## config.mk

```make
export PLATFORM = sky130hd
export DESIGN_NAME = commit_unit_mw
export DESIGN_NICKNAME = d
export VERILOG_FILES = /design/src/rtl/commit_unit_mw.sv
export SDC_FILE = /design/constraint.sdc
export NUM_CORES = 2
export LEC_CHECK = 0
export BUFFER_PORTS_ARGS = -buffer_cell sky130_fd_sc_hd__buf_4
export CORE_AREA = 2 2 561 563
export CTS_BUF_LIST = sky130_fd_sc_hd__clkbuf_4
export DETAILED_ROUTE_END_ITERATION = 10
export DIE_AREA = 0 0 563 565
export PLACE_DENSITY = 0.36
export SKIP_CTS_REPAIR_TIMING = 1
export SYNTH_ARGS = -nofsm -noshare
export SYNTH_HDL_FRONTEND = slang
export SYNTH_SLANG_ARGS = --single-unit
```

## constraint.sdc

```tcl
create_clock -name clk -period 5.7 [get_ports clk]
set_clock_uncertainty 0.15 [all_clocks]
set_input_delay 0.285 -clock clk [delete_from_list [all_inputs] [get_ports clk]]
set_output_delay 0.285 -clock clk [all_outputs]
set_load 0.03 [all_outputs]
```

## src/rtl/commit_unit_mw.sv

```systemverilog
//-----------------------------------------------------------------------------
// commit_unit_mw
//
// Multi-wide, in-order retirement unit. Each cycle it looks at the oldest
// COMMIT_WIDTH reorder-buffer head entries and retires the longest legal
// in-order prefix. Retired results are written into the architectural
// register file, one store per cycle is released to the store buffer,
// mispredicts and exceptions raise a registered redirect/flush, and a
// 64-bit retired-instruction counter is kept.
//
// Ports
//   clk, rst_n          clock, asynchronous active-low reset
//   rob_valid           per-lane head entry valid and complete (lane 0 oldest)
//   rob_result          per-lane result value
//   rob_dest_reg        per-lane destination register
//   rob_instr_type      per-lane instruction class (ITYPE_* codes below)
//   rob_pc              per-lane instruction PC
//   rob_exception       per-lane exception flag
//   rob_mispredict      per-lane branch/jump mispredict flag
//   rob_target          per-lane corrected target for a mispredict
//   rob_retire_cnt      number of head entries freed this cycle (combinational)
//   sb_commit_valid     release oldest store this cycle (combinational)
//   sb_commit_ready     store buffer can accept a release
//   reg_write_en/addr/data  registered per-lane writeback strobe/address/data
//   flush_valid/flush_pc    registered one-cycle redirect pulse and target
//   exc_valid/exc_pc        registered one-cycle trap pulse and faulting PC
//   instret             retired-instruction counter
//   debug_reg_file      architectural register file readout
//-----------------------------------------------------------------------------

`ifndef ITYPE_ALU
`define ITYPE_ALU     4'd0
`define ITYPE_ALU_IMM 4'd1
`define ITYPE_LOAD    4'd2
`define ITYPE_STORE   4'd3
`define ITYPE_BRANCH  4'd4
`define ITYPE_JAL     4'd5
`define ITYPE_JALR    4'd6
`endif

module commit_unit_mw #(
   parameter int              XLEN         = 32,
   parameter int              NUM_INT_REGS = 32,
   parameter int              COMMIT_WIDTH = 2,
   parameter logic [XLEN-1:0] TRAP_VECTOR  = 32'h0000_0100
) (
   input  logic                                     clk,
   input  logic                                     rst_n,
   input  logic [COMMIT_WIDTH-1:0]                  rob_valid,
   input  logic [COMMIT_WIDTH-1:0][XLEN-1:0]        rob_result,
   input  logic [COMMIT_WIDTH-1:0][4:0]             rob_dest_reg,
   input  logic [COMMIT_WIDTH-1:0][3:0]             rob_instr_type,
   input  logic [COMMIT_WIDTH-1:0][XLEN-1:0]        rob_pc,
   input  logic [COMMIT_WIDTH-1:0]                  rob_exception,
   input  logic [COMMIT_WIDTH-1:0]                  rob_mispredict,
   input  logic [COMMIT_WIDTH-1:0][XLEN-1:0]        rob_target,
   output logic [$clog2(COMMIT_WIDTH+1)-1:0]        rob_retire_cnt,
   output logic                                     sb_commit_valid,
   input  logic                                     sb_commit_ready,
   output logic [COMMIT_WIDTH-1:0]                  reg_write_en,
   output logic [COMMIT_WIDTH-1:0][4:0]             reg_write_addr,
   output logic [COMMIT_WIDTH-1:0][XLEN-1:0]        reg_write_data,
   output logic                                     flush_valid,
   output logic [XLEN-1:0]                          flush_pc,
   output logic                                     exc_valid,
   output logic [XLEN-1:0]                          exc_pc,
   output logic [63:0]                              instret,
   output logic [NUM_INT_REGS-1:0][XLEN-1:0]        debug_reg_file
);

   localparam int CNT_W = $clog2(COMMIT_WIDTH + 1);

   typedef enum logic {
      RUN   = 1'b0,
      DRAIN = 1'b1
   } state_t;

   state_t state;

   logic [COMMIT_WIDTH-1:0]                 retire_mask;
   logic [COMMIT_WIDTH-1:0]                 write_req;
   logic [CNT_W-1:0]                        retire_cnt;
   logic                                    store_release;
   logic                                    flush_req;
   logic                                    exc_req;
   logic [XLEN-1:0]                         flush_target;
   logic [XLEN-1:0]                         exc_lane_pc;
   logic [NUM_INT_REGS-1:0][XLEN-1:0]       arch_regs;

   // Instruction classes that produce a register result.
   function automatic logic writes_rd(input logic [3:0] itype);
      logic result;
      result = 1'b0;
      case (itype)
         `ITYPE_ALU, `ITYPE_ALU_IMM, `ITYPE_LOAD, `ITYPE_JAL, `ITYPE_JALR: result = 1'b1;
         default: result = 1'b0;
      endcase
      return result;
   endfunction

   // Walk the head lanes oldest-first and find the retireable prefix. The
   // scan stops at the first lane that is not ready, faults, is a store that
   // cannot be released, or right after a mispredicted lane (which itself
   // retires). An exception lane is reported but not retired. Nothing is
   // retired while draining a flush or while reset is held, so the
   // combinational ROB/store-buffer handshakes stay quiet in those cycles.
   always_comb begin : retire_scan
      logic stop;
      logic store_taken;
      retire_mask   = '0;
      retire_cnt    = '0;
      store_release = 1'b0;
      flush_req     = 1'b0;
      exc_req       = 1'b0;
      flush_target  = '0;
      exc_lane_pc   = '0;
      stop          = (state != RUN) || !rst_n;
      store_taken   = 1'b0;
      for (int i = 0; i < COMMIT_WIDTH; i++) begin
         if (!stop) begin
            if (!rob_valid[i]) begin
               stop = 1'b1;
            end else if (rob_exception[i]) begin
               exc_req      = 1'b1;
               exc_lane_pc  = rob_pc[i];
               flush_req    = 1'b1;
               flush_target = TRAP_VECTOR;
               stop         = 1'b1;
            end else if ((rob_instr_type[i] == `ITYPE_STORE) &&
                         (store_taken || !sb_commit_ready)) begin
               stop = 1'b1;
            end else begin
               retire_mask[i] = 1'b1;
               retire_cnt     = retire_cnt + CNT_W'(1);
               if (rob_instr_type[i] == `ITYPE_STORE) begin
                  store_taken   = 1'b1;
                  store_release = 1'b1;
               end
               if (rob_mispredict[i]) begin
                  flush_req    = 1'b1;
                  flush_target = rob_target[i];
                  stop         = 1'b1;
               end
            end
         end
      end
   end

   // A retired lane writes back only if its class produces a result and the
   // destination is not the hardwired-zero register.
   always_comb begin
      write_req = '0;
      for (int i = 0; i < COMMIT_WIDTH; i++) begin
         write_req[i] = retire_mask[i] && writes_rd(rob_instr_type[i]) &&
                        (rob_dest_reg[i] != 5'd0);
      end
   end

   assign rob_retire_cnt  = retire_cnt;
   assign sb_commit_valid = store_release;

   // Control FSM plus all registered outputs. Any redirect sends the unit
   // into a single DRAIN cycle (during which the scan above retires nothing)
   // and it then resumes. Writeback address/data are zeroed for lanes that
   // do not write so idle lanes never show stale values. The redirect and
   // trap PCs hold their last value between pulses.
   always_ff @(posedge clk or negedge rst_n) begin
      if (!rst_n) begin
         state          <= RUN;
         reg_write_en   <= '0;
         reg_write_addr <= '0;
         reg_write_data <= '0;
         flush_valid    <= 1'b0;
         flush_pc       <= '0;
         exc_valid      <= 1'b0;
         exc_pc         <= '0;
         instret        <= '0;
      end else begin
         case (state)
            RUN:     state <= flush_req ? DRAIN : RUN;
            DRAIN:   state <= RUN;
            default: state <= RUN;
         endcase
         reg_write_en <= write_req;
         for (int i = 0; i < COMMIT_WIDTH; i++) begin
            reg_write_addr[i] <= write_req[i] ? rob_dest_reg[i] : 5'd0;
            reg_write_data[i] <= write_req[i] ? rob_result[i] : '0;
         end
         flush_valid <= flush_req;
         if (flush_req) begin
            flush_pc <= flush_target;
         end
         exc_valid <= exc_req;
         if (exc_req) begin
            exc_pc <= exc_lane_pc;
         end
         instret <= instret + 64'(retire_cnt);
      end
   end

   // Architectural register file. Lanes are applied oldest to youngest so a
   // same-cycle write-after-write to one register leaves the younger value.
   // x0 is never written because write_req excludes it.
   always_ff @(posedge clk or negedge rst_n) begin
      if (!rst_n) begin
         arch_regs <= '0;
      end else begin
         for (int i = 0; i < COMMIT_WIDTH; i++) begin
            if (write_req[i]) begin
               arch_regs[rob_dest_reg[i]] <= rob_result[i];
            end
         end
      end
   end

   assign debug_reg_file = arch_regs;

endmodule

```

=== After elaboration in Yosys (flattened, before gate mapping) ===
Index checks and enable logic that the tools add are counted.

* Register bits: 1231
* Bits in latches: 0
* Bits in writable memories: 0
* Bits in read-only memories: 0
* Output and inout bits: 1233
* Memories: 0

* Add/subtract/negate cells: 2
* Multiply operators: 0
* Divide/modulo/power cells: 0
* Magnitude comparators: 4
* Eq/ne operators: 10
* Shift-type cells: 0
* Multiplexer cells: 78
* Bitwise gates (word level): 1
* Reduce and logical (&&, ||, !) cells: 18

{| class="wikitable"
|+ Operator list
! cell !! number
|-
| bitwise mux 1024 bit || 2
|-
| two-way mux 1024 bit || 2
|-
| two-way mux 32 bit || 20
|-
| demux 32 bit (select 5 bit) || 2
|-
| adder 64 x 2 -> 64 bit || 1
|-
| two-way mux 1 bit || 44
|-
| == test 4 x 2 -> 1 bit, second input constant || 4
|-
| == test 4 x 3 -> 1 bit, second input constant || 4
|-
| less-than comparator 5 x 6 -> 1 bit, second input constant || 2
|-
| greater-or-equal comparator 5 x 1 -> 1 bit, second input constant || 2
|-
| two-way mux 2 bit || 5
|-
| two-way mux 5 bit || 2
|-
| nonzero test 5 bit || 2
|-
| OR reduction 5 bit || 2
|-
| == test 4 x 1 -> 1 bit, second input constant || 2
|-
| logical AND 1 bit || 8
|-
| zero test 4 bit || 2
|-
| adder 2 x 1 -> 2 bit, second input constant || 1
|-
| zero test 1 bit || 2
|-
| logical OR 1 bit || 2
|-
| one-hot mux 1 bit (2 select lines) || 1
|-
| NOT 1 bit || 1
|}

=== Longest topological paths before layout ===
* Word-level depth: 15
* Mapped depth: 19
* Mapped depth without buffers: 14

=== Worst setup path before layout ===
Ideal clock, no wire load.

* Kind: reg-to-reg
* Start point: register state
* End point: register instret[40]
* Setup time: 0.081 ns
* Arrival: 4.450 ns
* Slack: 1.019 ns
* Stages on the path, launching flop included: 20
* Buffers on the path: 5
* Clock period less this slack: 4.681 ns
* Cells stage by stage: dfrtp_1 nor4bb_1 buf_2 o21ai_1 inv_2 clkbuf_1 clkbuf_1 clkbuf_1 ha_1 nor2_1 nor2_1 ha_1 inv_1 fa_1 nor2b_1 and3_1 clkbuf_1 nand3_1 nor4_1 xor2_1

* Longest elaborated chain between the ends: 9
* Elaborated cells between the ends (all ways): 12
* Classes of those cells: add/sub: 2; mux: 7; reduce/logical: 3

{| class="wikitable"
|+ Ends and longest elaborated chain
! element !! RTL line !! RTL
|-
| start, declared || 78 || <nowiki>state_t state;</nowiki>
|-
| start signal, assigned || 180 || <nowiki>RUN: state <= flush_req ? DRAIN : RUN;</nowiki>
|-
| logical OR 1 bit * || 117 || <nowiki>stop = (state != RUN) || !rst_n;</nowiki>
|-
| branches (longest 6 deep; another with adder 2 x 1 -> 2 bit) || -- ||
|-
| two-way mux 2 bit * || 120 || <nowiki>if (!stop) begin</nowiki>
|-
| net rob_retire_cnt[0] || 57 || <nowiki>output logic [$clog2(COMMIT_WIDTH+1)-1:0] rob_retire_cnt,</nowiki>
|-
| adder 64 x 2 -> 64 bit * || 197 || <nowiki>instret <= instret + 64'(retire_cnt);</nowiki>
|-
| end signal, assigned || 197 ||
|-
| end, declared || 67 || <nowiki>output logic [63:0] instret,</nowiki>
|}

Mark *: on every way through the listed nets, which the timed path passes.
A chain may end at the register's enable or synchronous reset.

=== Worst setup path after layout ===
* Start point: input port rst_n
* End point: register arch_regs (netlist bit debug_reg_file[768])

* Longest elaborated chain between the ends: 12
* Elaborated cells between the ends (all ways): 18
* Classes of those cells: mux: 10; reduce/logical: 8

{| class="wikitable"
|+ Ends and longest elaborated chain
! element !! RTL line !! RTL
|-
| start, declared || 48 || <nowiki>input logic rst_n,</nowiki>
|-
| zero test 1 bit (no source line) * || -- ||
|-
| logical OR 1 bit * || 117 ||
|-
| two-way mux 1 bit || 120 ||
|-
| logical OR 1 bit || 130 || <nowiki>(store_taken || !sb_commit_ready)) begin</nowiki>
|-
| logical AND 1 bit || 129 || <nowiki>end else if ((rob_instr_type[i] == `ITYPE_STORE) &&</nowiki>
|-
| two-way mux 1 bit || 129 ||
|-
| two-way mux 1 bit || 123 || <nowiki>end else if (rob_exception[i]) begin</nowiki>
|-
| two-way mux 1 bit || 121 || <nowiki>if (!rob_valid[i]) begin</nowiki>
|-
| two-way mux 1 bit || 120 ||
|-
| logical AND 1 bit (2 in a row) || 154 || <nowiki>write_req[i] = retire_mask[i] && writes_rd(rob_instr_type[i]) &&</nowiki>
|-
| two-way mux 1024 bit * || 209 || <nowiki>if (write_req[i]) begin</nowiki>
|-
| end signal, assigned by index || 210 || <nowiki>arch_regs[rob_dest_reg[i]] <= rob_result[i];</nowiki>
|-
| end, declared || 88 || <nowiki>logic [NUM_INT_REGS-1:0][XLEN-1:0] arch_regs;</nowiki>
|}

Every way passes the cells marked *; elsewhere a longest branch is shown, timed or not.

==> impl_metrics.yaml <==
synth:
  synth.area.mux_share_pct: 13.3
  yosysWarnings: 0
  yosysMostFrequentCell: "dfrtp_1"
  yosysSeqAreaShare_pct: 55.5
  ys_types: 54
  synth_edf_count: 0
  synth_top_cell_by_area: "dfrtp_1"
  synthCells: 5454
  synth_common_cells: "1231 x dfrtp_1, 740 x mux2i_1, 731 x nand2_1, 646 x o21ai_0, 484 x clkbuf_1"
  synth.avg_cell_area_um2: 10.2
  yosys.area_share.simple_pct: 11.2
  synth_ff_type: "dfrtp_1"
  netlist_area_um2: 55500
  synth_top_family_by_area: "compound AO/OA/AOI/OAI gates"
  syn-num-nets: 5677
  synth_seq_cells: 1231
  synth-compound-area-share_pct: 14.5
  async_flop_share_pct: 100
  synth_xor_area_share_pct: 0.978
  synth_area_leaders: "dfrtp_1 55%, mux2i_1 13%, o21ai_0 5.8%"
  yosysTopAreaCellShare_pct: 55.5
  synthAdderAreaFrac_pct: 0.104
die:
  initial_core_util_pct: 17.8
  dieHeight_um: 565
  die-area_um2: 318000
  die_w_um: 563
  rows: 205
  core_um2: 311000
  boundaryPins: 1452
detailed_routing:
  wl_per_cell_um: 32.2
  remaining_drc_errors: 0
  viasPerCell: 4.41
  wl_um: 382000
  detail_route.first_pass.iterations: 6
  drt_iter0_markers: 4430
  vias: 52448
  ant_nets: 0
sta:
  fin_crit_ns: 5.13
  relSlewSlack_pct: 8.03
  period_share_pct: 90.0
  hold_viol: 0
  fin_setup_tns_ns: 0
  drv_slew: 0
  fmax_mhz: 195
  rsz0062_at_grt: "false"
  tightest_slew_ns: 1.37
  final-setup-viol-count: 0
  setup_ws_ns: 0.567
cells_and_area:
  multi_input_area_um2: 22700
  regArea_um2: 30800
  drive_gt1_share_pct: 29.5
  syn2layout_area_growth_pct: 48.5
  fin_nets: 7661
  n_fill_cell: 33338
placement:
  numPortBuffers: 1451
  place_hpwl_um: 241000
  place.gp.congestion: 0.791
  dpl_worst_slack_ns: 0.942
clock_network:
  htreeDepth: 5
  clkTransAtPathRegs_ns: 0.06
  cts_sinks: 1231
  clk_path_buf_depth: 4
  cts_made_buffers: 388
  clk_latency_ns: 1.36
  cts_root_buf: "clkbuf_4"
  cts_tree: "built"
power_and_ir_drop:
  power_leakage_nw: 42.9
  power-per-cell-area_nw_per_um2: 267
  ir_worst_vdd_uv: 164
  total_power_mw: 22.0
grt:
  grt_pass1_vias: 48968
  grt_usage_pct: 21.3
  grt.overflow.total: 0
  grt_pass1_wl_um: 463000
  antenna_found_initial: 60
  grt_start_max_net_pins: 149
job:
  cap_violations: 0
worst_setup_path:
  path_max_fanout: 9
  cp.arrival_ns: 6.31
  end_kind: "flop"
  start_kind: "input port"
  critPathKind: "input port to flop"
  cp.required_ns: 6.88
min_path:
  hold_class: "input port to flop"
outcome:
  status: "complete, no violations"
[layout by cell type (no fill, tap or decap), types with 23 or more instances in the layout]
master,netlist,routed
buf_4,1,1541
dfrtp_1,1231,1231
mux2i_1,740,740
nand2_1,731,709
o21ai_0,646,646
dlygate4sd3_1,0,560
clkbuf_4,0,535
nor2_1,418,416
a21oi_1,364,363
a2bb2oi_1,186,186
a22oi_1,82,82
clkinv_1,0,71
diode_2,0,55
inv_1,53,53
and2_1,43,42
buf_16,0,42
and3_1,38,36
xor2_1,34,34
a21o_1,30,30
xnor2_1,28,28
nand3_1,45,26
a22o_1,26,26
o21ai_1,25,24
buf_12,0,24
nor3_1,31,23
[kinds of logic (layout without fill, tap and decap cells)]
logic type / after synthesis / in the layout
other: 0 / 55
flip-flops: 1231 / 1231
AND/OR/NAND/NOR: 1411 / 1411
buffers and inverters: 627 / 2858
multiplexers: 740 / 740
AO/OA/AOI/OAI: 1379 / 1379
XOR/XNOR: 62 / 62
adder cells (fa/ha/maj): 4 / 4
[critical path, cell delays in order]
cell           delay [ns]
dlygate4sd3_1        0.52
dlygate4sd3_1        0.54
dlygate4sd3_1        0.63
buf_16               0.18
nor4bb_4             0.39
buf_4                0.33
o211ai_1             0.12
dlygate4sd3_1        0.57
buf_4                0.16
nor3_2               0.60
dlygate4sd3_1        1.09
a22oi_1              0.12
dlygate4sd3_1        0.60
o21ai_1              0.12
[sequential cells by signal, indices dropped and copies added, names as in the netlist]
name	flops
instret	64
reg_write_addr	10
flush_valid	1
state	1
debug_reg_file	1024
exc_valid	1
flush_pc	32
reg_write_en	2
reg_write_data	64
exc_pc	32
[through the flow]
step	hold slack (ns)	area [um2]	instances	util (%)
detailed placement	0.00877	70600	10570	22.7
global route	-0.00953	82300	11834	26.4
floorplan	-0.161	55500	5454	-
CTS	-1.60	75200	11207	24.2
global placement	0.00668	70600	10570	22.7
finish	0.0477	82400	11880	26.5
[area by class of cell]
class                           count  share of cell area [%]
Sequential cell                  1231                    37.4
Multi-Input combinational cell   3596                    27.5
Timing Repair Buffer             2167                    22.8
Tap cell                         4140                    6.28
Clock buffer                      535                    4.87
Clock inverter                    102                   0.745
Inverter                           54                   0.247
Antenna cell                       55                   0.167
[power by group]
group          internal, mW  switching, mW  total (mW)
combinational          1.22           2.39        3.61
clock                  4.48           4.56        9.04
sequential             9.11          0.245        9.35
[final timing paths]
| path | start | to | slack [ns] | cells after the start |
|---|---|---|---|---|
| setup reg to reg | state | debug_reg_file[768] | 0.99 | 10 |
| min in group asynchronous | rst_n | debug_reg_file[996] | 0.53 | 5 |
| setup / recovery | rst_n | debug_reg_file[768] | 0.57 | 14 |
| max in group asynchronous | rst_n | debug_reg_file[209] | 1.58 | 9 |
| hold reg to reg | debug_reg_file[18] | debug_reg_file[18] | 0.23 | 0 |
| hold / removal | rob_result[41] | debug_reg_file[105] | 0.05 | 4 |
[layer usage]
layer	routed length [um]	GRT usage (%)	up-vias	share of wire, %
met4	15400	7.76	14	4.0
met1	150000	25.8	26223	39
met3	31700	6.13	633	8.3
met2	185000	35.6	2470	48
met5	84	0	-	0.022
li1	-	-	23108	-
Note: power is estimated with default switching activity, not from simulation.
